**config.mk**
```make
export PLATFORM = sky130hd
export DESIGN_NAME = fp32_add_sub
export DESIGN_NICKNAME = d
export VERILOG_FILES = /design/src/rtl/fp32_pkg.sv /design/src/rtl/fp_lzc.sv /design/src/rtl/fp32_add_sub.sv
export SDC_FILE = /design/constraint.sdc
export NUM_CORES = 1
export LEC_CHECK = 0
export ABC_AREA = 1
export CAP_MARGIN = 0
export CORE_ASPECT_RATIO = 0.9
export CORE_UTILIZATION = 43
export DETAILED_ROUTE_END_ITERATION = 12
export MAX_ROUTING_LAYER = met4
export PLACE_DENSITY_LB_ADDON = 0.3
export SYNTH_ARGS = -nofsm -noshare
export SYNTH_HDL_FRONTEND = slang
export SYNTH_SLANG_ARGS = --single-unit
```
**constraint.sdc**
```tcl
create_clock -name clk -period 2.6 [get_ports clk]
set_input_delay 0.52 -clock clk [delete_from_list [all_inputs] [get_ports clk]]
set_output_delay 0.52 -clock clk [all_outputs]
set_load 0.005 [all_outputs]
```
**src/rtl/fp32_pkg.sv**
```systemverilog
// Shared binary32 type, constants and operand-classification helpers
// for the floating-point calculator datapath.
package fp32_pkg;

  typedef struct packed {
    logic        sign;
    logic [7:0]  exp;
    logic [22:0] man;
  } fp32_t;

  localparam logic [7:0]  BIAS    = 8'd127;
  localparam logic [7:0]  EXP_MAX = 8'hFF;
  localparam logic [31:0] QNAN    = 32'h7FC00000;
  localparam logic [31:0] POS_INF = 32'h7F800000;
  localparam logic [31:0] NEG_INF = 32'hFF800000;

  // Quiet or signalling NaN.
  function automatic logic fp_is_nan(input fp32_t x);
    return (x.exp == EXP_MAX) && (x.man != 23'd0);
  endfunction

  // Signed infinity.
  function automatic logic fp_is_inf(input fp32_t x);
    return (x.exp == EXP_MAX) && (x.man == 23'd0);
  endfunction

  // Zero or denormal; denormals are treated as zero on input.
  function automatic logic fp_is_zero(input fp32_t x);
    return (x.exp == 8'd0);
  endfunction

endpackage

```
**src/rtl/fp_lzc.sv**
```systemverilog
// 27-bit leading-zero counter used to normalise the significand after an
// effective subtraction. An all-zero input reports 27.
module fp_lzc
  import fp32_pkg::*;
(
  input  logic [26:0] in_i,
  output logic [4:0]  count_o
);

  // Scan from LSB to MSB so the highest set bit determines the count.
  always_comb begin
    count_o = 5'd27;
    for (int i = 0; i < 27; i++) begin
      if (in_i[i]) begin
        count_o = 5'(26 - i);
      end else begin
        count_o = count_o;
      end
    end
  end

endmodule

```
**src/rtl/fp32_add_sub.sv**
```systemverilog
// Single-precision adder/subtractor with DAZ/FTZ, round-to-nearest-even,
// overflow/underflow flags and a single registered output stage.
module fp32_add_sub
  import fp32_pkg::*;
(
  input  logic        clk,
  input  logic        rst,
  input  logic [31:0] A,
  input  logic [31:0] B,
  input  logic        checkequation,
  output logic [31:0] result,
  output logic        overflow,
  output logic        underflow
);

  fp32_t        a_s, b_s;
  fp32_t        big_s, small_s;
  logic [7:0]   exp_diff_s;
  logic [26:0]  small_ext_s, shifted_s, lost_mask_s, aligned_s;
  logic [27:0]  sum_s;
  logic         eff_sub_s;
  logic [4:0]   lz_s;
  logic [26:0]  norm_s;
  logic signed [9:0] exp_norm_s, exp_fin_s;
  logic         round_up_s;
  logic [24:0]  mant_rnd_s;

  logic [31:0]  result_d, result_q;
  logic         overflow_d, overflow_q;
  logic         underflow_d, underflow_q;

  // Subtraction is addition with B's sign inverted.
  assign a_s = A;
  assign b_s = {B[31] ^ checkequation, B[30:0]};

  // Order operands by magnitude so the larger one sets sign and exponent.
  always_comb begin
    if (a_s[30:0] >= b_s[30:0]) begin
      big_s   = a_s;
      small_s = b_s;
    end else begin
      big_s   = b_s;
      small_s = a_s;
    end
  end

  assign eff_sub_s  = a_s.sign ^ b_s.sign;
  assign exp_diff_s = big_s.exp - small_s.exp;

  // Align the smaller significand, folding shifted-out bits into sticky.
  always_comb begin
    small_ext_s = {1'b1, small_s.man, 3'b000};
    shifted_s   = 27'd0;
    lost_mask_s = 27'd0;
    if (exp_diff_s >= 8'd26) begin
      aligned_s = 27'd1;
    end else begin
      shifted_s   = small_ext_s >> exp_diff_s[4:0];
      lost_mask_s = (27'd1 << exp_diff_s[4:0]) - 27'd1;
      aligned_s   = {shifted_s[26:1],
                     shifted_s[0] | ((small_ext_s & lost_mask_s) != 27'd0)};
    end
  end

  // Significand add/subtract with one bit of carry headroom.
  always_comb begin
    if (eff_sub_s) begin
      sum_s = {1'b0, 1'b1, big_s.man, 3'b000} - {1'b0, aligned_s};
    end else begin
      sum_s = {1'b0, 1'b1, big_s.man, 3'b000} + {1'b0, aligned_s};
    end
  end

  fp_lzc u_lzc (
    .in_i    (sum_s[26:0]),
    .count_o (lz_s)
  );

  // Normalise: right by one on carry-out, otherwise left by the leading-zero count.
  always_comb begin
    if (sum_s[27]) begin
      norm_s     = {sum_s[27:2], sum_s[1] | sum_s[0]};
      exp_norm_s = $signed({2'b00, big_s.exp}) + 10'sd1;
    end else begin
      norm_s     = sum_s[26:0] << lz_s;
      exp_norm_s = $signed({2'b00, big_s.exp}) - $signed({5'b00000, lz_s});
    end
  end

  // Round to nearest, ties to even; a carry out of rounding bumps the exponent.
  always_comb begin
    round_up_s = norm_s[2] & (norm_s[1] | norm_s[0] | norm_s[3]);
    mant_rnd_s = {1'b0, norm_s[26:3]} + {24'd0, round_up_s};
    if (mant_rnd_s[24]) begin
      exp_fin_s = exp_norm_s + 10'sd1;
    end else begin
      exp_fin_s = exp_norm_s;
    end
  end

  // Special-case priority mux and range checks on the finite result.
  always_comb begin
    result_d    = 32'd0;
    overflow_d  = 1'b0;
    underflow_d = 1'b0;
    if (fp_is_nan(a_s) || fp_is_nan(b_s)) begin
      result_d = QNAN;
    end else if (fp_is_inf(a_s) && fp_is_inf(b_s)) begin
      if (eff_sub_s) begin
        result_d = QNAN;
      end else begin
        result_d = a_s;
      end
    end else if (fp_is_inf(a_s)) begin
      result_d = a_s;
    end else if (fp_is_inf(b_s)) begin
      result_d = b_s;
    end else if (fp_is_zero(a_s) && fp_is_zero(b_s)) begin
      result_d = {a_s.sign & b_s.sign, 31'd0};
    end else if (fp_is_zero(a_s)) begin
      result_d = b_s;
    end else if (fp_is_zero(b_s)) begin
      result_d = a_s;
    end else if (sum_s == 28'd0) begin
      result_d = 32'd0;
    end else if (exp_fin_s > 10'sd254) begin
      result_d   = big_s.sign ? NEG_INF : POS_INF;
      overflow_d = 1'b1;
    end else if (exp_fin_s < 10'sd1) begin
      result_d    = {big_s.sign, 31'd0};
      underflow_d = 1'b1;
    end else begin
      result_d = {big_s.sign, exp_fin_s[7:0],
                  mant_rnd_s[24] ? 23'd0 : mant_rnd_s[22:0]};
    end
  end

  // Single output register stage; asynchronous reset clears result and flags.
  always_ff @(posedge clk or posedge rst) begin
    if (rst) begin
      result_q    <= 32'd0;
      overflow_q  <= 1'b0;
      underflow_q <= 1'b0;
    end else begin
      result_q    <= result_d;
      overflow_q  <= overflow_d;
      underflow_q <= underflow_d;
    end
  end

  assign result    = result_q;
  assign overflow  = overflow_q;
  assign underflow = underflow_q;

endmodule

```
==> summary.md <==
| Metric | Value |
|---|---|
| Synth Register Bits | `34` |
| Core Footprint | `29100 sq um` |
| Avg Inst Size Synth | `5.50 sq um` |
| Fin Hold WS | `635 ps` |
| Starting Density | `43.9%` |
| Post-DRT Antenna Nets | `0` |
| Sequential fraction of the synthesis area | `6.66%` |
| Post-synth cell types | `67` |
| Period Utilization, post-route | `408%` |
| Most frequent CP cell | `nand2_2` |
| Wire length of the first global-routing pass | `103000 microns` |
| Hold Vio Cnt, Final | `0` |
| Drc violations | `0` |
| # fillers | `2269` |
| Max stage delay on crit path | `380 ps` |
| Width of the die | `184 microns` |
| Final Max Tran Viols | `0` |
| Arrival @ worst endpoint | `10760 ps` |
| Gr ovfl total | `0` |
| Final worst-path setup slack | `-8000 ps` |
| Actual slew at the worst max-slew pin | `767 ps` |
| Clock transition at path regs | `60 ps` |
| Post-synth EDFFs | `0` |
| Area leader, netlist | `nand2_1` |
| Routed WL | `72300 microns` |
| Vias in the first global route | `18900` |
| Crit-path slowest cell | `fa_2` |
| Failing checks | `negative setup slack` |
| Pwr/cell area | `773 nW/um^2` |
| Layout cell share with drive strength beyond 1 | `40.1%` |
| Avg WL per Cell | `20.5 microns` |
| Worst Path Max Fanout | `8` |
| Nets | `3286` |
| Total global-route track usage | `45.1%` |
| Vias | `20600` |
| FMAX | `0.0944 GHz` |
| Area post-placement | `19000 sq um` |
| Via density | `5.86` |
| Cell family with most CP delay | `simple AND/OR/NAND/NOR gates` |
| Post-DP HPWL | `53200 microns` |
| CTS buffer count | `5` |
| Max-cap viol count | `0` |
| Top cells by count, synth | `nand2_1 (665), nand3_1 (347), inv_1 (273)` |
| CTS tree | `built` |
| Synth Instances | `2321` |
| Fin area | `21500 sq um` |
| Root buf cell | `clkbuf_16` |
| Ys flop type | `dfrtp_1` |
| CP Launch Point | `B[15]` |
| Warnings, synthesis | `0` |
| Dominant cell by count in the synthesized netlist | `nand2_1` |
| Synthesized area | `12800 sq um` |
| Top cells by area, synth | `nand2_1 (20%), nand3_1 (14%), ha_1 (8.7%)` |
| CTS max path bufs | `2` |
| Diode count | `0` |
| Initial antenna violation count | `0` |
| Share of flip-flops with an asynchronous set or reset | `100%` |
| Die area | `30400 sq um` |
| Io pins | `101` |
| Port bufs | `100` |
| Sink Count | `34` |
| Kind of start point of the critical path | `input port` |
| Final setup vio count | `34` |
| Final Wtd Congestion | `1.07` |
| CP Buf/Inv Count | `16` |
| Largest net degree at the start of global routing | `35` |
| Multi-input gate area | `11600 sq um` |
| Rel. slew slack | `48.3%` |
| Seq. cell area | `851 sq um` |
| Leakage | `11.3 nW` |
| Area Overhead vs Synth | `68.6%` |
| Initial DRC Count | `2649` |
| Syn_nets | `2479` |
| Status | `finished, violations left` |
| Row count | `59` |
| Minimum clock period | `10600 ps` |
| Area share of the largest cell type after synthesis | `19.5%` |
| Die height | `166 microns` |
| # H-tree levels | `2` |
| Worst Path Required | `2760 ps` |
| 1st-pass router iterations | `7` |
| Hold WC Path Type | `input port to async pin` |
| Crit end category | `flop` |
| Crit path kind | `input port to flop` |
| Worst vdd ir | `0.466 mV` |
| RSZ-0062 raised after global routing | `true` |
## repair_timing
| action | 4_1_cts | 5_1_grt |
|---|---|---|
| gates resized for setup | 392 | 127 |
| buffers inserted | 92 | 27 |
| setup endpoints to repair | 34 | 34 |
| hold buffers | 0 | 0 |
| gates cloned | 7 | 1 |
| pin swaps | 144 | 108 |
| hold endpoints to repair | 0 | 0 |
## metal layers
| metal | track usage [%] | part of all wire, % | vias up |
|---|---|---|---|
| met5 | - | 0 | - |
| met1 | 57.5 | 38 | 9343 |
| met3 | 6.36 | 12 | 429 |
| li1 | - | - | 9280 |
| met2 | 72.3 | 44 | 1589 |
| met4 | 17.0 | 6.4 | 0 |
## final cells by class
class                           instances  area share, %
Clock buffer                            6          0.598
Clock inverter                          2         0.0639
Inverter                              294           5.33
Multi-Input combinational cell       1896           53.7
Sequential cell                        34           3.95
Tap cell                              396           2.30
Timing Repair Buffer                  897           34.0
## power breakdown
part	total (mW)	switching (mW)	leakage [nW]	internal, mW
registers	0.970	0.188	0.409	0.782
clock network	0.598	0.242	0.0708	0.356
logic	15.1	8.33	10.9	6.74
total	16.6	8.76	11.3	7.88
## tightest hold or removal path: stages
cell and delay, ps:
clkdlybuf4s50_1 390, inv_1 50, buf_4 390
## logic make-up (layout without fill, tap and decap cells)
logic type,after synthesis,in the layout,share of synthesized area [%]
AND/OR/NAND/NOR,1383,1384,48.7
buffers and inverters,392,1199,14.5
AO/OA/AOI/OAI,369,369,17.2
adder cells (fa/ha/maj),91,91,9.03
XOR/XNOR,47,47,3.52
flip-flops,34,34,6.66
multiplexers,5,5,0.392
## how the worst max path moves through the flow
stage / endpoint / slack (ps) / depth (start not counted)
after detailed placement: result[1]$_DFF_PP0_ / -8240 / 73
after global routing: result[23]$_DFF_PP0_ / -8310 / 75
after global placement: result[17]$_DFF_PP0_ / -8040 / 70
after floorplan: result[15]$_DFF_PP0_ / -6760 / 77
final: result[2]$_DFF_PP0_ / -8000 / 75
after CTS: result[4]$_DFF_PP0_ / -6940 / 75
## layout by cell type, fill, tap and decap left out, types with 40 or more instances in the layout
cell,n
inv_2,48
ha_1,50
o21ai_0,77
nand2_2,80
nand2_1,593
nand3_1,329
a21oi_1,104
nor2_1,169
buf_4,754
inv_1,232
nand4_1,43
o21ai_1,40
## metrics by stage
step | TNS (ps) | total power, mW | util (%) | setup WS (ps) | cells
final | -267230 | 16.6 | 74.0 | -8000 | 3525
after global routing | -277680 | 17.6 | 74.0 | -8310 | 3525
after floorplan | -225540 | 7.72 | - | -6760 | 2321
after global placement | -269610 | 13.9 | 65.3 | -8040 | 3392
after detailed placement | -275710 | 14.0 | 65.3 | -8240 | 3392
after CTS | -232420 | 15.5 | 71.8 | -6940 | 3498
## state kept, by name (all words and copies together), names as in the netlist
name and count:
underflow 1, result 32, overflow 1
(Power assumes the default switching activity.)
